## config.mk

```make
export PLATFORM = sky130hd
export DESIGN_NAME = wb_stage_pipe_flat
export DESIGN_NICKNAME = d
export VERILOG_FILES = /design/src/rtl/wb_stage_pipe_if.sv /design/src/rtl/wb_stage_pipe.sv /design/src/flat_wrapper.sv
export SDC_FILE = /design/constraint.sdc
export NUM_CORES = 1
export LEC_CHECK = 0
export ABC_AREA = 1
export CAP_MARGIN = 25
export CORE_ASPECT_RATIO = 0.6
export CORE_MARGIN = 2
export CORE_UTILIZATION = 45
export CTS_CLUSTER_DIAMETER = 30
export DETAILED_ROUTE_END_ITERATION = 16
export GPL_TIMING_DRIVEN = 0
export PLACE_DENSITY = 0.74
export RECOVER_POWER = 50
export SETUP_SLACK_MARGIN = 0.1
export SYNTH_ARGS = -nofsm -noshare
export SYNTH_HDL_FRONTEND = slang
export SYNTH_SLANG_ARGS = --single-unit
```

## constraint.sdc

```tcl
create_clock -name clk -period 3.8 [get_ports clk]
set_input_delay 0.38 -clock clk [delete_from_list [all_inputs] [get_ports clk]]
set_output_delay 0.38 -clock clk [all_outputs]
set_load 0.1 [all_outputs]
```

## src/rtl/wb_stage_pipe_if.sv

```systemverilog
// Handshake and payload bundle between the LSU stage, the MEM->WB pipe register and writeback.
interface wb_stage_pipe_if #(
  parameter int XLEN  = 64,
  parameter int ILEN  = 32,
  parameter int CNT_W = 16
);
  logic             flush_i;
  logic             in_valid_i;
  logic             in_ready_o;
  logic [XLEN-1:0]  pc_i;
  logic [ILEN-1:0]  instr_i;
  logic [XLEN-1:0]  alures_i;
  logic [XLEN-1:0]  lsres_i;
  logic             wben_i;
  logic             out_valid_o;
  logic             out_ready_i;
  logic [XLEN-1:0]  pc_o;
  logic [ILEN-1:0]  instr_o;
  logic [XLEN-1:0]  alures_o;
  logic [XLEN-1:0]  lsres_o;
  logic             wben_o;
  logic [CNT_W-1:0] stall_cnt_o;

  modport master (
    output flush_i, in_valid_i, pc_i, instr_i, alures_i, lsres_i, wben_i, out_ready_i,
    input  in_ready_o, out_valid_o, pc_o, instr_o, alures_o, lsres_o, wben_o, stall_cnt_o
  );

  modport slave (
    input  flush_i, in_valid_i, pc_i, instr_i, alures_i, lsres_i, wben_i, out_ready_i,
    output in_ready_o, out_valid_o, pc_o, instr_o, alures_o, lsres_o, wben_o, stall_cnt_o
  );
endinterface

```

## src/rtl/wb_stage_pipe.sv

```systemverilog
// MEM->WB handshaked pipeline register with optional skid entry, flush and stall counter.
//   state | meaning
//   EMPTY | no entry held, output is a bubble
//   ONE   | main entry valid on the outputs
//   FULL  | main and skid entries valid, upstream back-pressured
module wb_stage_pipe #(
  parameter int XLEN    = 64,
  parameter int ILEN    = 32,
  parameter int SKID_EN = 1,
  parameter int CNT_W   = 16
) (
  input  logic               clk,
  input  logic               rst,
  wb_stage_pipe_if.slave     bus
);
  typedef enum logic [1:0] {EMPTY, ONE, FULL} state_t;

  state_t           state;
  logic [XLEN-1:0]  pc_q, alures_q, lsres_q;
  logic [ILEN-1:0]  instr_q;
  logic             wben_q;
  logic [XLEN-1:0]  skid_pc, skid_alures, skid_lsres;
  logic [ILEN-1:0]  skid_instr;
  logic             skid_wben;
  logic             ready_q;
  logic [CNT_W-1:0] stall_q;

  logic out_valid, in_ready, acc, rel;

  assign out_valid = (state != EMPTY);
  // Without the skid entry, ready has to see out_ready combinationally to sustain full rate.
  assign in_ready  = (SKID_EN != 0) ? ready_q : (~out_valid | bus.out_ready_i);
  assign acc       = bus.in_valid_i & in_ready;
  assign rel       = out_valid & bus.out_ready_i;

  always_ff @(posedge clk) begin
    if (rst) begin
      state       <= EMPTY;
      ready_q     <= 1'b1;
      stall_q     <= '0;
      pc_q        <= '0;
      instr_q     <= '0;
      alures_q    <= '0;
      lsres_q     <= '0;
      wben_q      <= 1'b0;
      skid_pc     <= '0;
      skid_instr  <= '0;
      skid_alures <= '0;
      skid_lsres  <= '0;
      skid_wben   <= 1'b0;
    end else begin
      if (out_valid && !bus.out_ready_i && stall_q != {CNT_W{1'b1}})
        stall_q <= stall_q + 1'b1;

      if (bus.flush_i) begin
        state   <= EMPTY;
        ready_q <= 1'b1;
      end else begin
        case (state)
          EMPTY: begin
            if (acc) begin
              pc_q     <= bus.pc_i;
              instr_q  <= bus.instr_i;
              alures_q <= bus.alures_i;
              lsres_q  <= bus.lsres_i;
              wben_q   <= bus.wben_i;
              state    <= ONE;
            end
          end
          ONE: begin
            if (acc && rel) begin
              pc_q     <= bus.pc_i;
              instr_q  <= bus.instr_i;
              alures_q <= bus.alures_i;
              lsres_q  <= bus.lsres_i;
              wben_q   <= bus.wben_i;
            end else if (acc && SKID_EN != 0) begin
              skid_pc     <= bus.pc_i;
              skid_instr  <= bus.instr_i;
              skid_alures <= bus.alures_i;
              skid_lsres  <= bus.lsres_i;
              skid_wben   <= bus.wben_i;
              state       <= FULL;
              ready_q     <= 1'b0;
            end else if (rel) begin
              state <= EMPTY;
            end
          end
          FULL: begin
            if (rel) begin
              pc_q     <= skid_pc;
              instr_q  <= skid_instr;
              alures_q <= skid_alures;
              lsres_q  <= skid_lsres;
              wben_q   <= skid_wben;
              state    <= ONE;
              ready_q  <= 1'b1;
            end
          end
          default: begin
            state   <= EMPTY;
            ready_q <= 1'b1;
          end
        endcase
      end
    end
  end

  assign bus.in_ready_o  = in_ready;
  assign bus.out_valid_o = out_valid;
  assign bus.pc_o        = pc_q;
  assign bus.instr_o     = instr_q;
  assign bus.alures_o    = alures_q;
  assign bus.lsres_o     = lsres_q;
  assign bus.wben_o      = wben_q & out_valid;
  assign bus.stall_cnt_o = stall_q;
endmodule

```

## src/flat_wrapper.sv

```systemverilog
// flat-port wrapper written by rule: the top's interface ports become plain ports
module wb_stage_pipe_flat 
#(
  parameter int XLEN    = 64,
  parameter int ILEN    = 32,
  parameter int SKID_EN = 1,
  parameter int CNT_W   = 16
)
  (clk, rst, bus_flush_i, bus_in_valid_i, bus_pc_i, bus_instr_i, bus_alures_i, bus_lsres_i, bus_wben_i, bus_out_ready_i, bus_in_ready_o, bus_out_valid_o, bus_pc_o, bus_instr_o, bus_alures_o, bus_lsres_o, bus_wben_o, bus_stall_cnt_o);
  wb_stage_pipe_if #(.XLEN(XLEN), .ILEN(ILEN), .CNT_W(CNT_W)) bus_i ();
  input  logic clk;
  input  logic rst;
  input wire logic [$bits(bus_i.flush_i)-1:0] bus_flush_i;
  input wire logic [$bits(bus_i.in_valid_i)-1:0] bus_in_valid_i;
  input wire logic [$bits(bus_i.pc_i)-1:0] bus_pc_i;
  input wire logic [$bits(bus_i.instr_i)-1:0] bus_instr_i;
  input wire logic [$bits(bus_i.alures_i)-1:0] bus_alures_i;
  input wire logic [$bits(bus_i.lsres_i)-1:0] bus_lsres_i;
  input wire logic [$bits(bus_i.wben_i)-1:0] bus_wben_i;
  input wire logic [$bits(bus_i.out_ready_i)-1:0] bus_out_ready_i;
  output wire logic [$bits(bus_i.in_ready_o)-1:0] bus_in_ready_o;
  output wire logic [$bits(bus_i.out_valid_o)-1:0] bus_out_valid_o;
  output wire logic [$bits(bus_i.pc_o)-1:0] bus_pc_o;
  output wire logic [$bits(bus_i.instr_o)-1:0] bus_instr_o;
  output wire logic [$bits(bus_i.alures_o)-1:0] bus_alures_o;
  output wire logic [$bits(bus_i.lsres_o)-1:0] bus_lsres_o;
  output wire logic [$bits(bus_i.wben_o)-1:0] bus_wben_o;
  output wire logic [$bits(bus_i.stall_cnt_o)-1:0] bus_stall_cnt_o;
  assign bus_i.flush_i = bus_flush_i;
  assign bus_i.in_valid_i = bus_in_valid_i;
  assign bus_i.pc_i = bus_pc_i;
  assign bus_i.instr_i = bus_instr_i;
  assign bus_i.alures_i = bus_alures_i;
  assign bus_i.lsres_i = bus_lsres_i;
  assign bus_i.wben_i = bus_wben_i;
  assign bus_i.out_ready_i = bus_out_ready_i;
  assign bus_in_ready_o = bus_i.in_ready_o;
  assign bus_out_valid_o = bus_i.out_valid_o;
  assign bus_pc_o = bus_i.pc_o;
  assign bus_instr_o = bus_i.instr_o;
  assign bus_alures_o = bus_i.alures_o;
  assign bus_lsres_o = bus_i.lsres_o;
  assign bus_wben_o = bus_i.wben_o;
  assign bus_stall_cnt_o = bus_i.stall_cnt_o;
  wb_stage_pipe #(.XLEN(XLEN), .ILEN(ILEN), .SKID_EN(SKID_EN), .CNT_W(CNT_W)) u_core (.clk(clk), .rst(rst), .bus(bus_i));
endmodule
```

==> flow_metrics.env, run 1 <==
export IMPL_synth_top_area_share=0.486
export IMPL_setup_violations=0
export IMPL_cts_max_path_buffers=3
export IMPL_synth_warnings=0
export IMPL_synth_seq_cells=469
export IMPL_relSlewSlack=0.265
export IMPL_setup_ws_ns=0.839
export IMPL_cp_buffers_inverters=3
export IMPL_gp_congestion=0.910
export IMPL_fp_coreArea_mm2=0.0421
export IMPL_port_buffers=472
export IMPL_synth_mux_area_frac=0
export IMPL_power_density_mw_per_mm2=528
export IMPL_fin_crit_sh=0.779
export IMPL_async_flop_share=0
export IMPL_synth_compound_area_frac=0.239
export IMPL_max_stage_delay_ns=1.17
export IMPL_synth_ff_type="dfxtp_1"
export IMPL_final_setup_tns_ns=0
export IMPL_cts_root_buf="clkbuf_16"
export IMPL_hold_class="flip-flop to flip-flop"
export IMPL_syn_avg_cell_area_um2=7.28
export IMPL_syn_area_mm2=0.0193
export IMPL_drive_above_1_share=0.0643
export IMPL_initial_utilization=0.459
export IMPL_num_io_pins=473
export IMPL_yosysTopAreaCell="dfxtp_1"
export IMPL_hpwl_um=50300
export IMPL_status="finished clean"
export IMPL_cts_setup_buffers=0
export IMPL_ir_drop_mv=0.364
export IMPL_clock_skew_final_ns=0.0279
export IMPL_worstPathMaxFanout=5
export IMPL_wirelength_um=68800
export IMPL_cpLargestDelayFamily="buffers and inverters"
export IMPL_wl_per_cell_um=17.9
export IMPL_stdcell_area_mm2=0.0274
export IMPL_synth_cells=2652
export IMPL_path_cells="inv_1 -> nand2_2 -> inv_2 -> nor2_1 -> clkdlybuf4s50_1"
export IMPL_clock_sinks=469
export IMPL_yosysSeqAreaShare=0.486
export IMPL_die_y_um=164
export IMPL_antenna_left=0
export IMPL_slew_violations=0
export IMPL_h_tree_depth=3
export IMPL_insertion_delay_ns=0.58
export IMPL_synth_simple_area_share=0.172
export IMPL_fmax_mhz=338
export IMPL_antenna_found_initial=15
export IMPL_grt_pass1_vias=19276
export IMPL_synth_nets=2883
export IMPL_tritoncts="done"
export IMPL_first_pass_iters=6
export IMPL_final_core_util=0.650
export IMPL_final_common_cell="nand2_1"
export IMPL_remaining_drc_errors=0
export IMPL_synthXorXnorAreaFrac=0.00272
export IMPL_cts_resized=0
export IMPL_grt_use_total=0.296
export IMPL_worst_pin_slew_ns=1.10
export IMPL_critPathSlowestCell="clkdlybuf4s50_1"
export IMPL_vias=20686
export IMPL_hold_violations=0
export IMPL_grt_max_degree=14
export IMPL_fp_dieArea_mm2=0.0446
export IMPL_die_x_um=271
export IMPL_synth_area_leaders="dfxtp_1, a21oi_1, o21ai_0"
export IMPL_hold_buffers=0
export IMPL_mostFrequentLayoutCells="nand2_1, dfxtp_1, a21oi_1"
export IMPL_path_class="flip-flop to output port"
export IMPL_arrival_ns=2.58
export IMPL_endpoint_kind="output port"
export IMPL_synth_top_family_by_area="compound AO/OA/AOI/OAI gates"
export IMPL_synth_adder_area_share=0.000648
export IMPL_areaGrowthSynthToFinish_pct=41.7
export IMPL_required_ns=3.42
export IMPL_cp_start_kind="flip-flop"
export IMPL_finalCriticalPeriod_ns=2.96
export IMPL_ys_types=24
export IMPL_pre_cts_slack_ns=0.787
export IMPL_gr_total_overflow=0
export IMPL_viasPerCell=5.39
export IMPL_rows=58
export IMPL_power_total_mw=14.5
export IMPL_maxCapViolations=0
export IMPL_cts_made_buffers=69
export IMPL_grt_pass1_wl_um=105000
export IMPL_r2r_slack_ns=0.99
export IMPL_synth_edf_count=0
export IMPL_clkSlewWorstSetupHoldPaths_ns=0.06
export IMPL_rsz0062_at_grt="false"
export IMPL_placed_area_mm2=0.0248
export IMPL_p_leak_nw=10.3
export IMPL_fin_nets=3427
export IMPL_drtIter0Drc=1983
worst min-delay path, cell delays in order, from the launching register on:
cell,delay (ns)
dfxtp_1,0.29
inv_1,0.05
a21oi_1,0.05
power breakdown:
part,internal (mW),total (mW),switching (mW)
clock network,4.51,7.00,2.49
registers,5.09,5.17,0.0850
logic,0.650,2.28,1.63
logic make-up (layout without fill, tap and decap cells):
| group | after synthesis | count (layout) |
|---|---|---|
| xor+xnor | 6 | 6 |
| flops | 469 | 469 |
| fa+ha+maj | 1 | 1 |
| buf+inv | 469 | 1069 |
| compound gates | 920 | 920 |
| simple gates | 787 | 787 |
| other cells | 0 | 19 |
per-layer routing:
metal / GRT usage / part of all wire
met1: 0.401 / 0.44
met2: 0.458 / 0.44
met3: 0.0609 / 0.075
met4: 0.132 / 0.038
met5: 0 / 0.00051
per-stage QoR:
stage                     std cells  hold WS (ns)
final                          3841         0.446
after global placement         3694         0.433
after global routing           3832         0.457
after detailed placement       3695         0.439
after floorplan                2652         0.425
after CTS                      3822         0.436
synth_stat cells, types with 6 or more instances:
cell type,number
nand2_1,506
dfxtp_1,469
clkbuf_1,128
buf_2,71
a21oi_1,464
nor2_1,28
o21ai_0,455
nand4_1,6
buf_4,15
nand3_1,237
inv_1,242
buf_1,8
final timing paths:
kind                       from                     end  cells after the start
max             u_core.state[0]              bus_wben_o                      5
min          u_core.skid_pc[28]      u_core.skid_pc[28]                      2
max reg2reg     u_core.state[0]  u_core.bus.alures_o[6]                      8
min reg2reg  u_core.skid_pc[28]      u_core.skid_pc[28]                      2
flip-flops by register name (all words and copies together), names as in the netlist:
register and flops:
u_core.bus.lsres_o 64, u_core.bus.in_ready_o 1, u_core.skid_instr 32, u_core.state 2
u_core.wben_q 1, u_core.skid_wben 1, u_core.bus.alures_o 64, u_core.bus.stall_cnt_o 16
u_core.skid_alures 64, u_core.bus.instr_o 32, u_core.skid_lsres 64, u_core.bus.pc_o 64
u_core.skid_pc 64
final cells by class:
cell class                 count  area (µm²)
sequential                   469        9390
inverter                     245         920
fill                        3656       14700
multi-input combinational   1714        7990
clock inverter                42         617
timing repair buffer         473        4750
antenna                       19        47.5
buffer                       224         986
tap                          570         713
clock buffer                  85        1940
No activity file was read; power rests on OpenSTA's default activity.
==> run 2, diff against run 1 <==
Settings changed: PLACE_DENSITY 0.74 to 0.77.
Clock period 3.8 ns to 2.6 ns, I/O delays scaled along.
==> flow_metrics.env, run 2 (synthesis results as in run 1) <==
export IMPL_fp_coreArea_mm2=0.0421
export IMPL_cts_setup_buffers=0
export IMPL_p_int_mw=14.7
export IMPL_clock_sinks=469
export IMPL_rr_endpoint="u_core.bus.pc_o[47]"
export IMPL_mostFrequentLayoutCells="nand2_1, dfxtp_1, a21oi_1"
export IMPL_grt_max_degree=14
export IMPL_maxCapViolations=0
export IMPL_fp_dieArea_mm2=0.0446
export IMPL_final_common_cell="nand2_1"
export IMPL_multi_input_area_mm2=0.00798
export IMPL_r2r_cells=8
export IMPL_reg2reg_from="u_core.state[0]"
export IMPL_cp_start_kind="flip-flop"
export IMPL_viasPerCell=5.43
export IMPL_cpLargestDelayFamily="buffers and inverters"
export IMPL_cts_root_buf="clkbuf_16"
export IMPL_cts_made_buffers=73
export IMPL_arrival_ns=2.18
export IMPL_initial_utilization=0.459
export IMPL_path_class="flip-flop to output port"
export IMPL_power_total_mw=20.8
export IMPL_relSlewSlack=0.212
export IMPL_die_x_um=271
export IMPL_rows=58
export IMPL_hold_path_cell_count=3
export IMPL_insertion_delay_ns=0.60
export IMPL_grt_pass1_wl_um=107000
export IMPL_fin_crit_sh=0.939
export IMPL_rsz0062_at_grt="true"
export IMPL_hpwl_um=50900
export IMPL_cp_buffers_inverters=1
export IMPL_num_io_pins=473
export IMPL_areaGrowthSynthToFinish_pct=41.3
export IMPL_r2r_slack_ns=0.18
export IMPL_power_density_mw_per_mm2=763
export IMPL_swShare=0.295
export IMPL_drtIter0Drc=2057
export IMPL_h_tree_depth=3
export IMPL_hold_violations=0
export IMPL_clock_skew_final_ns=0.0356
export IMPL_gr_total_overflow=0
export IMPL_antenna_found_initial=22
export IMPL_hold_class="input pin to flip-flop"
export IMPL_seqCellArea_mm2=0.00939
export IMPL_cts_max_path_buffers=3
export IMPL_clkSlewWorstSetupHoldPaths_ns=0.05
export IMPL_grt_use_total=0.302
export IMPL_max_stage_delay_ns=1.19
export IMPL_fmax_mhz=410
export IMPL_pre_cts_slack_ns=-0.237
export IMPL_gp_congestion=0.929
export IMPL_clkPwrFrac=0.475
export IMPL_wl_per_cell_um=18.2
export IMPL_drive_above_1_share=0.0660
export IMPL_power_frac_seq=0.364
export IMPL_status="finished clean"
export IMPL_min_from="bus_pc_i[61]"
export IMPL_min_to="u_core.skid_pc[61]"
export IMPL_fin_nets=3433
export IMPL_remaining_drc_errors=0
export IMPL_wirelength_um=70100
export IMPL_fillers=3455
export IMPL_port_buffers=472
export IMPL_hold_ws_ns=0.330
export IMPL_ir_drop_mv=0.576
export IMPL_grt_pass1_vias=19845
export IMPL_switchingPower_mw=6.14
export IMPL_first_pass_iters=8
export IMPL_endpoint_kind="output port"
export IMPL_share_comb_of_total_power=0.161
export IMPL_tritoncts="done"
export IMPL_required_ns=2.34
export IMPL_die_y_um=164
export IMPL_slew_violations=0
export IMPL_setup_ws_ns=0.159
export IMPL_worstPathMaxFanout=5
export IMPL_critPathSlowestCell="clkdlybuf4s50_1"
export IMPL_path_cells="clkdlybuf4s50_1"
export IMPL_worst_pin_slew_ns=1.19
export IMPL_setup_violations=0
export IMPL_finalCriticalPeriod_ns=2.44
export IMPL_vias=20881
export IMPL_antenna_left=0
export IMPL_p_leak_nw=10.3
[run 2: changes by cell type in the layout (fill, tap and decap cells not counted), moves of 5 or more]
| cell | change |
|---|---|
| dlygate4sd3_1 | +5 |
| clkbuf_1 | +7 |
| bufinv_16 | -5 |
| clkdlybuf4s50_1 | -15 |
| diode_2 | -6 |
| clkbuf_2 | +6 |
[run 2: metrics by stage]
| stage | cells | util | TNS, ns | area [µm²] |
|---|---|---|---|---|
| final | 3843 | 0.648 | 0 | 27300 |
| after global placement | 3694 | 0.588 | -13.58 | 24700 |
| after floorplan | 2652 | - | 0 | 19300 |
| after global routing | 3840 | 0.648 | 0 | 27300 |
| after CTS | 3830 | 0.649 | 0 | 27300 |
| after detailed placement | 3697 | 0.590 | -20.83 | 24800 |
[run 2: how the worst max path moves through the flow]
stage	startpoint	endpoint	slack, ns	depth (start not counted)
floorplan	u_core.state[0]	bus_wben_o	0.11	4
global placement	rst	u_core.bus.stall_cnt_o[11]	-0.18	5
detailed placement	rst	u_core.bus.lsres_o[30]	-0.24	5
global route	u_core.state[0]	u_core.bus.pc_o[49]	0.07	8
finish	u_core.bus.stall_cnt_o[12]	bus_stall_cnt_o[12]	0.16	1
CTS	u_core.state[0]	bus_wben_o	0.09	5
[run 2: repair_timing]
| action | in CTS | in global routing |
|---|---|---|
| hold buffers | 0 | 0 |
| gates cloned | 0 | 0 |
| gates resized for setup | 6 | 10 |
| setup endpoints to repair | 36 | 9 |
[run 2: final cells by class]
class / instances / share of cell area
flip-flops and latches: 469 / 0.344
multi-input cells: 1714 / 0.293
repair buffers: 475 / 0.174
clock buffers: 96 / 0.0746
plain buffers: 224 / 0.0366
inverters: 245 / 0.0337
well taps: 570 / 0.0261
clock inverters: 37 / 0.0168
diodes: 13 / 0.00119
[run 2: power groups by stage]
stage | Sequential, mW | Clock [mW] | Combinational [mW]
global placement | 7.70 | 0 | 3.27
finish | 7.57 | 9.89 | 3.35
CTS | 7.57 | 9.97 | 3.35
global route | 7.58 | 10.3 | 3.52
floorplan | 9.08 | 0 | 0.832
detailed placement | 7.71 | 0 | 3.33
[run 2: routing by layer]
layer | vias to the layer above | wire length [µm] | global-route usage
li1 | 9933 | - | -
met1 | 9766 | 30000 | 0.396
met2 | 972 | 31200 | 0.477
met3 | 192 | 5720 | 0.0726
met4 | 18 | 3070 | 0.135
met5 | - | 134 | 0
==> run 3, diff against run 2 <==
Settings changed: SKIP_LAST_GASP set to 1.
==> results of run 3 <==
No change in the layout: final DEF, timing and power equal those of run 2.
